--- src/rtl/uart_rx.sv ---
// 8N1 serial receiver: start-edge detect, mid-bit sampling, LSB-first data, stop check.
// Optional 2-flop input synchronizer enabled by defining UART_RX_SYNC_EN.
module uart_rx #(
  parameter int CLK_PER_BIT = 100
) (
  input  logic       clk,
  input  logic       rst_n,
  input  logic       serial,
  output logic [7:0] data,
  output logic       valid,
  output logic       frame_err,
  output logic       busy
);

  localparam int CNT_W = $clog2(CLK_PER_BIT);
  localparam int HALF  = CLK_PER_BIT / 2;
  localparam logic [CNT_W-1:0] HALF_M1 = CNT_W'(HALF - 1);
  localparam logic [CNT_W-1:0] BIT_M1  = CNT_W'(CLK_PER_BIT - 1);

  typedef enum logic [2:0] {IDLE, START, DATA, STOP, BREAK} state_t;

  state_t           state;
  logic [CNT_W-1:0] cnt;
  logic [2:0]       idx;
  logic [7:0]       shreg;
  logic             rx;

`ifdef UART_RX_SYNC_EN
  logic [1:0] sync_q;

  // Synchronizer resets to the idle level so reset never looks like a start edge
  always_ff @(posedge clk) begin
    if (!rst_n) sync_q <= 2'b11;
    else        sync_q <= {sync_q[0], serial};
  end

  assign rx = sync_q[1];
`else
  assign rx = serial;
`endif

  always_ff @(posedge clk) begin
    if (!rst_n) begin
      state     <= IDLE;
      cnt       <= '0;
      idx       <= '0;
      shreg     <= '0;
      data      <= '0;
      valid     <= 1'b0;
      frame_err <= 1'b0;
      busy      <= 1'b0;
    end else begin
      valid     <= 1'b0;
      frame_err <= 1'b0;
      case (state)
        IDLE: begin
          if (!rx) begin
            state <= START;
            cnt   <= '0;
            busy  <= 1'b1;
          end
        end
        START: begin
          if (cnt == HALF_M1) begin
            if (rx) begin
              state <= IDLE;
              busy  <= 1'b0;
            end else begin
              state <= DATA;
              cnt   <= '0;
              idx   <= '0;
            end
          end else begin
            cnt <= cnt + 1'b1;
          end
        end
        DATA: begin
          if (cnt == BIT_M1) begin
            cnt        <= '0;
            shreg[idx] <= rx;
            if (idx == 3'd7) state <= STOP;
            else             idx   <= idx + 3'd1;
          end else begin
            cnt <= cnt + 1'b1;
          end
        end
        STOP: begin
          // Leaving at the stop-bit centre leaves half a bit to catch a back-to-back start
          if (cnt == BIT_M1) begin
            if (rx) begin
              data  <= shreg;
              valid <= 1'b1;
              state <= IDLE;
              busy  <= 1'b0;
            end else begin
              frame_err <= 1'b1;
              state     <= BREAK;
            end
          end else begin
            cnt <= cnt + 1'b1;
          end
        end
        BREAK: begin
          if (rx) begin
            state <= IDLE;
            busy  <= 1'b0;
          end
        end
        default: begin
          state <= IDLE;
          busy  <= 1'b0;
        end
      endcase
    end
  end

endmodule

--- config.mk ---
export PLATFORM = sky130hd
export DESIGN_NAME = uart_rx
export DESIGN_NICKNAME = d
export VERILOG_FILES = /design/src/rtl/uart_rx.sv
export SDC_FILE = /design/constraint.sdc
export NUM_CORES = 1
export LEC_CHECK = 0
export BUFFER_PORTS_ARGS = -buffer_cell sky130_fd_sc_hd__buf_2
export CORE_MARGIN = 4
export CORE_UTILIZATION = 60
export CTS_BUF_LIST = sky130_fd_sc_hd__clkbuf_2 sky130_fd_sc_hd__clkbuf_4 sky130_fd_sc_hd__clkbuf_8
export DETAILED_ROUTE_END_ITERATION = 7
export PLACE_DENSITY = 0.8
export SYNTH_ARGS = -nofsm -noshare
export SYNTH_HDL_FRONTEND = slang
export SYNTH_SLANG_ARGS = --single-unit
export TNS_END_PERCENT = 10
--- constraint.sdc ---
create_clock -name clk -period 2.7 [get_ports clk]
set_input_delay 0.405 -clock clk [delete_from_list [all_inputs] [get_ports clk]]
set_output_delay 0.405 -clock clk [all_outputs]
set_load 0.01 [all_outputs]
# Word level (Yosys, flattened, before mapping)
# Cells that the tools add are included.
# word_totals
regBits	32
out_inout_bits	11
# op_classes
addsub	2
n_lt_le_gt_ge	2
eq_ne	16
mux	29
bitwise	1
n_reduce_logical	11
# op_table
op	count
two-way mux 3 bit	11
two-way mux 7 bit	4
one-hot mux 7 bit (4 select lines)	1
inequality test 2 bit (second input constant)	9
one-hot mux 3 bit (5 select lines)	1
bitwise mux 8 bit	1
adder 7 x 1 -> 7 bit (second input constant)	1
== test 7 x 6 -> 1 bit (second input constant)	1
== test 7 bit (second input constant)	1
two-way mux 1 bit	7
== test 3 x 2 -> 1 bit (second input constant)	2
== test 3 bit (second input constant)	2
one-hot mux 3 bit (2 select lines)	1
AND reduction 3 bit	2
AND reduction 6 bit	1
one-hot mux 1 bit (5 select lines)	1
AND reduction 5 bit	1
less-than comparator 3 x 4 -> 1 bit (second input constant)	1
AND reduction 2 bit	2
AND reduction 4 bit	1
nonzero test 4 bit	1
adder 3 x 1 -> 3 bit (second input constant)	1
demux 1 bit (select 3 bit)	1
== test 3 x 1 -> 1 bit (second input constant)	1
6 further kinds	6

# Longest topological paths before layout
# Gate-level depths: netlist (run 1).
# depth
ltp_word	5
ltp_mapped	8

# Least setup slack after synthesis (run 1)
# OpenSTA, ideal clock, no wires.
# synth_timing
path_kind	reg2reg
startpoint	reg cnt[0]
endpoint	reg shreg[4]
setup_ns	0.135
arrival_time_ns	1.677
required_ns	2.565
path_slack_ns	0.888
path_stages_with_launch	8
path_cell_list	dfxtp_1 > ha_1 > and4b_1 > and2_1 > clkbuf_1 > nand3_1 > o311ai_0 > o41ai_1
# synth_via
elab_chain_len	2
# synth_lines
item	line_no	source
from (decl)	23	logic [CNT_W-1:0] cnt;
from (signal assigned)	74	cnt <= cnt + 1'b1;
from (signal assigned)	84	cnt <= cnt + 1'b1;
from (signal assigned)	100	cnt <= cnt + 1'b1;
== test 7 bit	78	if (cnt == BIT_M1) begin
AND reduction 2 bit (no line)	-	
to (signal, indexed assignment)	80	shreg[idx] <= rx;
to (decl)	25	logic [7:0] shreg;
# Every way passes these cells.
# A chain may end at the register's enable or synchronous reset.

# Final worst setup path (run 1)
# layout_timing
startpoint	reg cnt[0]
endpoint	reg data[4]
# layout_via
elab_chain_len	2
# layout_lines
item	line_no	source
== test 7 bit	89	if (cnt == BIT_M1) begin
AND reduction 3 bit (no line)	-	
to (signal assigned)	91	data <= shreg;
to (decl)	9	output logic [7:0] data,
# Every way passes these cells.

==> summary.md, run 1 <==
| Metric | Value |
|---|---|
| Status | `finished clean` |
| Crit path launch type | `flip-flop` |
| DRT antenna net count | `0` |
| Routed Wire Length | `3.19 mm` |
| Routed WL per cell | `14.5 um` |
| Fraction of layout cells with a size suffix above 1 | `14.7%` |
| RSZ-0062 raised after global routing | `false` |
| CP startpoint | `cnt[0]` |
| Rows | `18` |
| Area grow syn2layout | `8.84%` |
| Core area | `roughly 2500 sq um` |
| # placed instances | `roughly 210` |
| MaxCap Viol Count | `0` |
| TritonCTS Buffers | `5` |
| Power Total | `0.910 mW` |
| Die Height | `59.2 um` |
| Ys flop type | `dfxtp_1` |
| Initial antenna violation count | `0` |
| Reg clk slew, reported paths | `0.10 ns` |
| Sequential fraction of the synthesis area | `40.8%` |
| Register area | `641 sq um` |
| Final Critical Period | `2.20 ns` |
| Pre-CTS setup slack | `0.514 ns` |
| Worst Tran Pin Value | `approximately 0.68 ns` |
| Hold Path Class | `in -> reg` |
| Mapped Cells | `182` |
| Synth Area in Compound Gates | `14.3%` |
| Hold_ws | `0.447 ns` |
| H-Tree Depth | `2` |
| FFs w/ async S/R, synth | `0%` |
| Post-cts resize count | `0` |
| CP bufs+invs | `0` |
| GRT Resource Usage Total | `about a fifth` |
| I/O Buffers | `13` |
| Vias per std cell | `6.05` |
| Main area contributors after synthesis | `dfxtp_1 (41%), mux2i_1 (11%), nor2_1 (6.2%)` |
| Non-Filler Instances | `221` |
| DIE AREA | `3500 sq um` |
| Mapped Nets | `189` |
| Final net count | `approximately 200` |
| Initial DRC Count | `between 40 and 50` |
| Placed Area | `1630 sq um` |
| HPWL Detailed | `between 2 and 2.5 mm` |
| CP arrival | `2.43 ns` |
| Crit-path max cell delay | `0.52 ns` |
| Clk Latency, worst-skew pair | `0.35 ns` |
| Post-Synth Adder-Cell Area | `3.19%` |
| Syn. warnings | `0` |
| Root Buffer Master | `clkbuf_4` |
| RePlAce Congestion | `0.880` |
| Setup ws final | `0.495 ns` |
| Max Freq | `between 400 and 500 MHz` |
| Crit path max-delay cell type | `nand4_1` |
| IO Pins | `14` |
| CTS Hold Bufs | `0` |
| Max FO, Critical Path | `9` |
| Clk_skew | `0.00954 ns` |
| Worst r2r src | `cnt[0]` |
| DRC | `0` |
| Final core occ | `between 60% and 70%` |
| Synth cell count leaders | `dfxtp_1 (32), nor2_1 (26), nand2_1 (21), mux2i_1 (18)` |
| Post-synthesis mux area share | `11.5%` |
| Fillers | `roughly 210` |
| VDD IR max | `0.000572 V` |
| Multi-input logic area | `863 sq um` |
| Largest family of logic cells by synthesized area | `simple AND/OR/NAND/NOR gates` |
| Xor/xnor cell area share of the yosys netlist | `0.558%` |
| Vias in the first global route | `1,213` |
| Setup CP Type | `reg -> reg` |
| Clk buf depth | `2` |
| Final setup viols | `0` |
| Die W | `roughly 59 um` |
| Slew headroom | `54.0%` |
| Post-Syn Area | `1570 sq um` |
| Worst Hold Launch | `serial` |
| Post-synth cell types | `42` |
| Overflow after GRT | `0` |
| Post-CTS Setup Bufs | `0` |
| Cell family with most CP delay | `simple AND/OR/NAND/NOR gates` |
| Required @ worst endpoint | `2.93 ns` |
| Syn avg cell area | `8.63 sq um` |
| Most common cell in the netlist | `dfxtp_1` |
| First-pass GRT wire length | `roughly 5.6 mm` |
| DR pass1 iterations | `5` |
| #FFs+latches synth | `32` |
| Post-synth top area cell | `dfxtp_1` |
| CTS tree | `yes` |
| TNS Setup | `0 ns` |
| Post-synth EDFFs | `0` |
| Final worst-path cycle share | `81.7%` |
| Crit-path cells | `ha_1, and4b_1, and2_1, nand4_1, mux2i_1, nor2_1` |
| CTS sink cnt | `32` |
| Initial Utilization | `63.4%` |
| Setup crit end kind | `flip-flop` |
| Vias post-DR | `1,336` |
| Simple-Gate Fraction of Synth Area | `25.4%` |
| Largest net degree at the start of global routing | `26` |
| Max Transition Viols Final | `0` |
| Cell area after layout | `between 1500 and 2000 sq um` |
| R2R setup slack | `roughly 0.50 ns` |
| Diodes inserted | `0` |
| Pwr per Cell Area | `532 nW/um^2` |
| LEAKAGE | `0.744 nW` |
| Post-synth top area share | `between 40% and 50%` |
| Final hold violation count | `0` |
[state kept, by name, indices dropped and copies added, names as in the netlist]
register,cells
idx,3
busy,1
valid,1
frame_err,1
shreg,8
cnt,7
data,8
state,3
[cell families after synthesis]
kind of cell	Yosys count
fa+ha+maj	4
mux	18
simple gates	81
flops	32
xor+xnor	1
buf+inv	17
compound gates	29
[layer usage]
| layer | wire length [um] | global-route usage (%) | vias to the layer above |
|---|---|---|---|
| met1 | 1410 | 26.9 | 618 |
| met5 | 0 | 0 | - |
| li1 | - | - | 663 |
| met2 | 1520 | 32.6 | 48 |
| met4 | 57 | 11.3 | 0 |
| met3 | 203 | 6.54 | 7 |
[placed cells by master (no fill, tap or decap), drive strengths merged, types with 3 or more instances in the layout]
master and instances:
a21oi 7, buf 14, clkbuf 5, dfxtp 32, ha 4, inv 4, mux2i 18, nand2 21
nand2b 4, nand3 10, nor2 26, o21ai 3
[final cells by class]
cell class / count / area share [%]
Inverter: 4 / 0.878
Timing Repair Buffer: 14 / 4.25
Multi-Input combinational cell: 133 / 50.5
Clock inverter: 3 / 2.49
Sequential cell: 32 / 37.5
Tap cell: 30 / 2.20
Clock buffer: 5 / 2.20
[report_power, final]
part / switching [mW] / internal [mW]
sequential: 0.00894 / 0.476
combinational: 0.0327 / 0.0223
clock: 0.176 / 0.193
total: 0.218 / 0.691
[tightest hold or removal path: stages]
cell and delay, ns:
buf_2 0.16, nand2b_1 0.14, nor2_1 0.05
[final timing paths]
check              endpoint  cells past startpoint
setup / recovery    data[4]                      6
hold / removal    frame_err                      3
setup reg to reg    data[4]                      6
hold reg to reg    shreg[5]                      2
(Power assumes the default switching activity.)
==> run 2, diff against run 1 <==
Settings changed: ABC_AREA set to 1, CORE_UTILIZATION 60 to 55, PLACE_DENSITY 0.8 to 0.77.
Clock period 2.7 ns to 1.8 ns, I/O delays scaled along.
==> run 2 against run 1 <==
Clock power is 47% higher; worst hold slack worse by 0.11 ns; worst setup slack worse by 0.30 ns; power is 130% higher; largest power group unchanged; utilization is 5.4 points lower; highest routed layer unchanged; design area is 13% higher; non-clock buffer count is 1 higher; routed wire length is 5.8% higher; sequential power is 85% higher; largest cell class unchanged; synthesized area is 10% higher.
==> summary.md, run 2 <==
| Metric | Value |
|---|---|
| Clk buf depth | `2` |
| DIE AREA | `roughly 4000 sq um` |
| Status | `finished clean` |
| H-Tree Depth | `2` |
| Largest net degree at the start of global routing | `24` |
| Initial Utilization | `a little under three fifths` |
| Clock power share | `25.3%` |
| Vias in the first global route | `1,393` |
| Pint | `1.31 mW` |
| Die Height | `about 64 um` |
| Crit path launch type | `flip-flop` |
| Placed Area | `1840 sq um` |
| Clk_skew | `0.0144 ns` |
| Vias per std cell | `4.81` |
| Post-Syn Area | `about 1700 sq um` |
| Hold Path Stages | `3` |
| Cell area after layout | `1930 sq um` |
| CTS sink cnt | `32` |
| Worst Hold Launch | `rst_n` |
| Post-synthesis mux area share | `0%` |
| First-pass GRT wire length | `6.17 mm` |
| Diodes inserted | `0` |
| # placed instances | `305` |
| VDD IR max | `about 0.00080 V` |
| Fraction of layout cells with a size suffix above 1 | `approximately 17%` |
| Initial antenna violation count | `0` |
| R2R setup slack | `between 0.15 and 0.2 ns` |
| Hold worst-path end | `cnt[3]` |
| Die W | `64.1 um` |
| IO Pins | `14` |
| Largest regs | `data: 8 flops, shreg: 8 flops, cnt: 7 flops` |
| MaxCap Viol Count | `0` |
| Syn avg cell area | `6.89 sq um` |
| Reg2reg end | `state[1]` |
| Clk Latency, worst-skew pair | `0.33 ns` |
| Max FO, Critical Path | `5` |
| TritonCTS Buffers | `5` |
| Mapped Nets | `258` |
| RSZ-0062 raised after global routing | `false` |
| Post-synth top area share | `37.0%` |
| Most frequent cells in the layout | `nand2_1 (57), inv_1 (34), dfxtp_1 (32)` |
| GRT Resource Usage Total | `about a fifth` |
| Reg clk slew, reported paths | `0.10 ns` |
| Slew headroom | `78.4%` |
| Sequential power share | `between 40% and 50%` |
| Max Transition Viols Final | `0` |
| DRT antenna net count | `0` |
| Pwr per Cell Area | `1110 nW/um^2` |
| DRC | `0` |
| Post-synth top area cell | `dfxtp_1` |
| DR pass1 iterations | `4` |
| Syn. warnings | `0` |
| Hold Path Class | `in -> reg` |
| LEAKAGE | `0.849 nW` |
| Power Total | `2.13 mW` |
| Setup crit end kind | `flip-flop` |
| Final worst-path cycle share | `about nine tenths` |
| Sequential fraction of the synthesis area | `a little under two fifths` |
| Post-synth cell types | `27` |
| Net Sw Frac | `38.6%` |
| Main area contributors after synthesis | `dfxtp_1 (37%), nand2_1 (12%), inv_1 (7.4%)` |
| Area grow syn2layout | `11.3%` |
| Xor/xnor cell area share of the yosys netlist | `1.01%` |
| Core area | `around 3000 sq um` |
| Most common cell in the netlist | `nand2_1` |
| Max Freq | `623 MHz` |
| Initial DRC Count | `78` |
| Rows | `20` |
| Root Buffer Master | `clkbuf_4` |
| Post-synth EDFFs | `0` |
| RePlAce Congestion | `0.904` |
| Overflow after GRT | `0` |
| #FFs+latches synth | `32` |
| Final Critical Period | `1.61 ns` |
| Non-Filler Instances | `313` |
| Setup CP Type | `reg -> reg` |
| Comb power frac | `32.7%` |
| Synth Area in Compound Gates | `12.1%` |
| TNS Setup | `0 ns` |
| Worst Tran Pin Value | `roughly 0.32 ns` |
| Ys flop type | `dfxtp_1` |
| FFs w/ async S/R, synth | `0%` |
| CTS Hold Bufs | `0` |
| CP arrival | `1.83 ns` |
| Most common cell after layout, fill and taps aside | `nand2_1` |
| I/O Buffers | `13` |
| Reg2Reg Depth | `10` |
| Simple-Gate Fraction of Synth Area | `a little over a third` |
| Largest family of logic cells by synthesized area | `simple AND/OR/NAND/NOR gates` |
| Post-Synth Adder-Cell Area | `around 2.9%` |
| Post-CTS Setup Bufs | `0` |
| Routed WL per cell | `10.8 um` |
| Synth cell count leaders | `nand2_1 (57), inv_1 (34), dfxtp_1 (32), nor2_1 (31), a21oi_1 (24)` |
| Worst r2r src | `cnt[0]` |
| Vias post-DR | `1,504` |
| Final hold violation count | `0` |
| Routed Wire Length | `3.38 mm` |
| Mapped Cells | `251` |
| Required @ worst endpoint | `~2 ns` |
| HPWL Detailed | `about 2.4 mm` |
| Switching power | `0.824 mW` |
| CTS tree | `yes` |
| Final setup viols | `0` |
| Final net count | `275` |
==> run 2: repair_timing <==
action                                 4_1_cts  5_1_grt
setup endpoints to repair                    0        7
endpoints found under the hold margin        0        0
resized for setup                            0        2
==> run 2: worst max-delay path by stage <==
stage	start	endpoint	slack [ns]
floorplan	cnt[0]	state[1]	0.37
global placement	cnt[0]	state[1]	0.26
detailed placement	cnt[0]	state[1]	0.19
CTS	cnt[0]	state[1]	0.18
global route	cnt[0]	state[2]	0.01
finish	cnt[0]	state[1]	0.19
==> run 2: stage by stage <==
step / worst slack, ns / hold WS (ns) / utilization [%]
floorplan: 0.365 / 0.408 / -
global placement: 0.259 / 0.426 / 60.6
detailed placement: 0.195 / 0.431 / 60.6
CTS: 0.175 / 0.325 / 63.3
global route: 0.0127 / 0.338 / 63.6
finish: 0.194 / 0.337 / 63.6
==> run 2: routing by layer <==
layer | vias to the layer above | wire length (um) | GRT usage, %
met5 | - | 0 | 0
met1 | 643 | 1680 | 24.6
met2 | 29 | 1490 | 28.9
met4 | 0 | 55 | 8.44
li1 | 825 | - | -
met3 | 7 | 154 | 5.45
==> run 2: power groups by stage <==
stage / clock [mW] / combinational (mW) / sequential [mW]
2_1_floorplan: 0 / 0.560 / 0.892
3_3_place_gp: 0 / 0.679 / 0.907
3_5_place_dp: 0 / 0.689 / 0.911
4_1_cts: 0.557 / 0.696 / 0.894
5_1_grt: 0.595 / 0.806 / 0.914
6_report: 0.541 / 0.697 / 0.896
==> run 2: cells by family after synthesis <==
| group | count (synthesis) |
|---|---|
| flip-flops | 32 |
| buffers and inverters | 45 |
| AO/OA/AOI/OAI | 40 |
| AND/OR/NAND/NOR | 128 |
| adder cells (fa/ha/maj) | 4 |
| XOR/XNOR | 2 |
==> run 2: area by class of cell <==
cell class / count / area (sq um)
fill: 277 / 1100
multi-input combinational: 174 / 920
sequential: 32 / 641
inverter: 40 / 150
timing repair buffer: 15 / 80.1
tap: 44 / 55.1
clock inverter: 3 / 42.5
clock buffer: 5 / 37.5
==> run 2: critical path, stage by stage (launching register included) <==
cell and delay (ns):
dfxtp_1 0.42, ha_2 0.26, nand2_1 0.07, inv_1 0.09, nand3_4 0.13, nand2_4 0.10, nand3_1 0.13, nor2_2 0.15
nand2_1 0.06, nand2_1 0.05, nor2_1 0.04
==> run 3, diff against run 2 <==
Settings changed: CORE_UTILIZATION 55 to 37, CTS_CLUSTER_SIZE set to 25, PLACE_DENSITY 0.77 to unset.
==> run 3 against run 2 <==
Worst hold slack improved by 0.018 ns; routed wire length is 8.4% higher; critical endpoint unchanged; fmax rose by 0.52%.
==> summary.md, run 3 (synthesized netlist as in run 2, its figures left out) <==
| Metric | Value |
|---|---|
| Cell family with most CP delay | `simple AND/OR/NAND/NOR gates` |
| Slew headroom | `roughly 79%` |
| CTS sink cnt | `32` |
| Power Total | `around 2.3 mW` |
| Final setup viols | `0` |
| Final Critical Period | `~1.6 ns` |
| CTS tree | `yes` |
| Die W | `76.4 um` |
| Metal-1 WL | `around 1.8 mm` |
| Setup crit end kind | `flip-flop` |
| Most common cell after layout, fill and taps aside | `nand2_1` |
| Worst Tran Pin Value | `approximately 0.32 ns` |
| Top layer in use | `met4` |
| CP arrival | `roughly 1.8 ns` |
| Fraction of layout cells with a size suffix above 1 | `16.8%` |
| # placed instances | `312` |
| Status | `finished clean` |
| DIE AREA | `between 5000 and 6000 sq um` |
| Max FO, Critical Path | `5` |
| Crit path launch type | `flip-flop` |
| Most frequent cells in the layout | `nand2_1 (57), inv_1 (34), dfxtp_1 (32)` |
| First-pass GRT wire length | `6.59 mm` |
| Hold Path Class | `in -> reg` |
| Final worst-path cycle share | `88.7%` |
| DR pass1 iterations | `4` |
| Vias post-DR | `1,532` |
| I/O Buffers | `13` |
| TNS Setup | `0 ns` |
| Vias in the first global route | `1,476` |
| Setup CP Type | `reg -> reg` |
| Max Freq | `about 630 MHz` |
| Diodes inserted | `0` |
| Area grow syn2layout | `13.1%` |
| Initial DRC Count | `126` |
| Most frequent CP cell | `nand2_1` |
| Overflow after GRT | `0` |
| GRT Resource Usage Total | `between 10 and 15%` |
| RePlAce Congestion | `0.867` |
| Die Height | `roughly 76 um` |
| VDD IR max | `0.000776 V` |
| Clk Latency, worst-skew pair | `0.29 ns` |
| Clk_skew | `0.00699 ns` |
| Required @ worst endpoint | `1.98 ns` |
| Pwr per Cell Area | `1170 nW/um^2` |
| Met2 Routed Length | `1.57 mm` |
| IO Pins | `14` |
| Clk buf depth | `2` |
| Crit-path cells | `ha_1, nand2_1, inv_1, nand3_4, nand2_4, nand3_1, nor2_2, nand2_1, nand2_1, nor2_1` |
| Routed Wire Length | `~3.7 mm` |
| Setup ws final | `0.203 ns` |
| Largest regs | `data: 8 flops, shreg: 8 flops, cnt: 7 flops` |
| Non-Filler Instances | `between 300 and 400` |
| Reg clk slew, reported paths | `0.07 ns` |
| Core area | `about 4400 sq um` |
| Crit-path max cell delay | `about 0.39 ns` |
| Routed met3 length | `roughly 180 um` |
| Crit path max-delay cell type | `dfxtp_1` |
| Initial Utilization | `38.9%` |
| Fillers | `475` |
| Largest net degree at the start of global routing | `24` |
| Final hold violation count | `0` |
| Vias per std cell | `4.79` |
| TritonCTS Buffers | `5` |
| MaxCap Viol Count | `0` |
| Initial antenna violation count | `0` |
| DRT antenna net count | `0` |
| CTS Hold Bufs | `0` |
| LEAKAGE | `0.864 nW` |
| DRC | `0` |
| RSZ-0062 raised after global routing | `false` |
| H-Tree Depth | `2` |
| Pre-CTS setup slack | `0.175 ns` |
| CP bufs+invs | `1` |
| Rows | `24` |
| Routed WL per cell | `11.4 um` |
| Root Buffer Master | `clkbuf_8` |
| Max Transition Viols Final | `0` |
| Final net count | `274` |
| HPWL Detailed | `2.56 mm` |
run 3: changes by cell type in the layout (fill, tap and decap cells not counted), sizes merged:
cell	delta
clkbuf	+1
clkinvlp	-1
buf	-1
run 3: layer usage:
metal  up-vias  global-route usage, %
li1        820                      -
met1       669                   18.0
met2        32                   20.9
met3        11                   4.02
met4         0                   6.88
met5         -                      0
run 3: area by class of cell:
cell class	count	area (sq um)	share of cell area (%)
timing repair buffer	14	72.6	3.71
multi-input combinational	174	917	46.9
clock buffer	6	76.3	3.90
inverter	40	150	7.67
clock inverter	2	35.0	1.79
sequential	32	641	32.7
tap	52	65.1	3.32
run 3: power breakdown:
group          switching (mW)  total, mW  internal, mW
registers               0.107      0.897         0.790
clock network           0.268      0.693         0.425
logic                   0.479      0.709         0.230
run 3: worst paths after layout:
check                               from  slack [ns]  depth (start not counted)  endpoint
worst max-delay path              cnt[0]        0.20                         10  state[1]
worst max register to register    cnt[0]        0.20                         10  state[1]
worst min register to register  shreg[0]        0.44                          2  shreg[0]
worst min-delay path              serial        0.35                          3  shreg[7]
run 3: metrics by stage:
stage | hold WS [ns] | util [%] | area, sq um
after floorplan | 0.408 | - | 1730
after global placement | 0.429 | 41.4 | 1840
after detailed placement | 0.430 | 41.4 | 1840
after CTS | 0.343 | 43.9 | 1950
after global routing | 0.382 | 44.0 | 1960
final | 0.355 | 44.0 | 1960
run 3: tightest hold or removal path, stage by stage:
cell and delay [ns]:
buf_2 0.17, nand3_1 0.10, a21oi_1 0.06
run 3: timing repair:
action,CTS,global route
buffers inserted,0,0
gates resized for setup,0,1
endpoints found under the setup margin,0,1
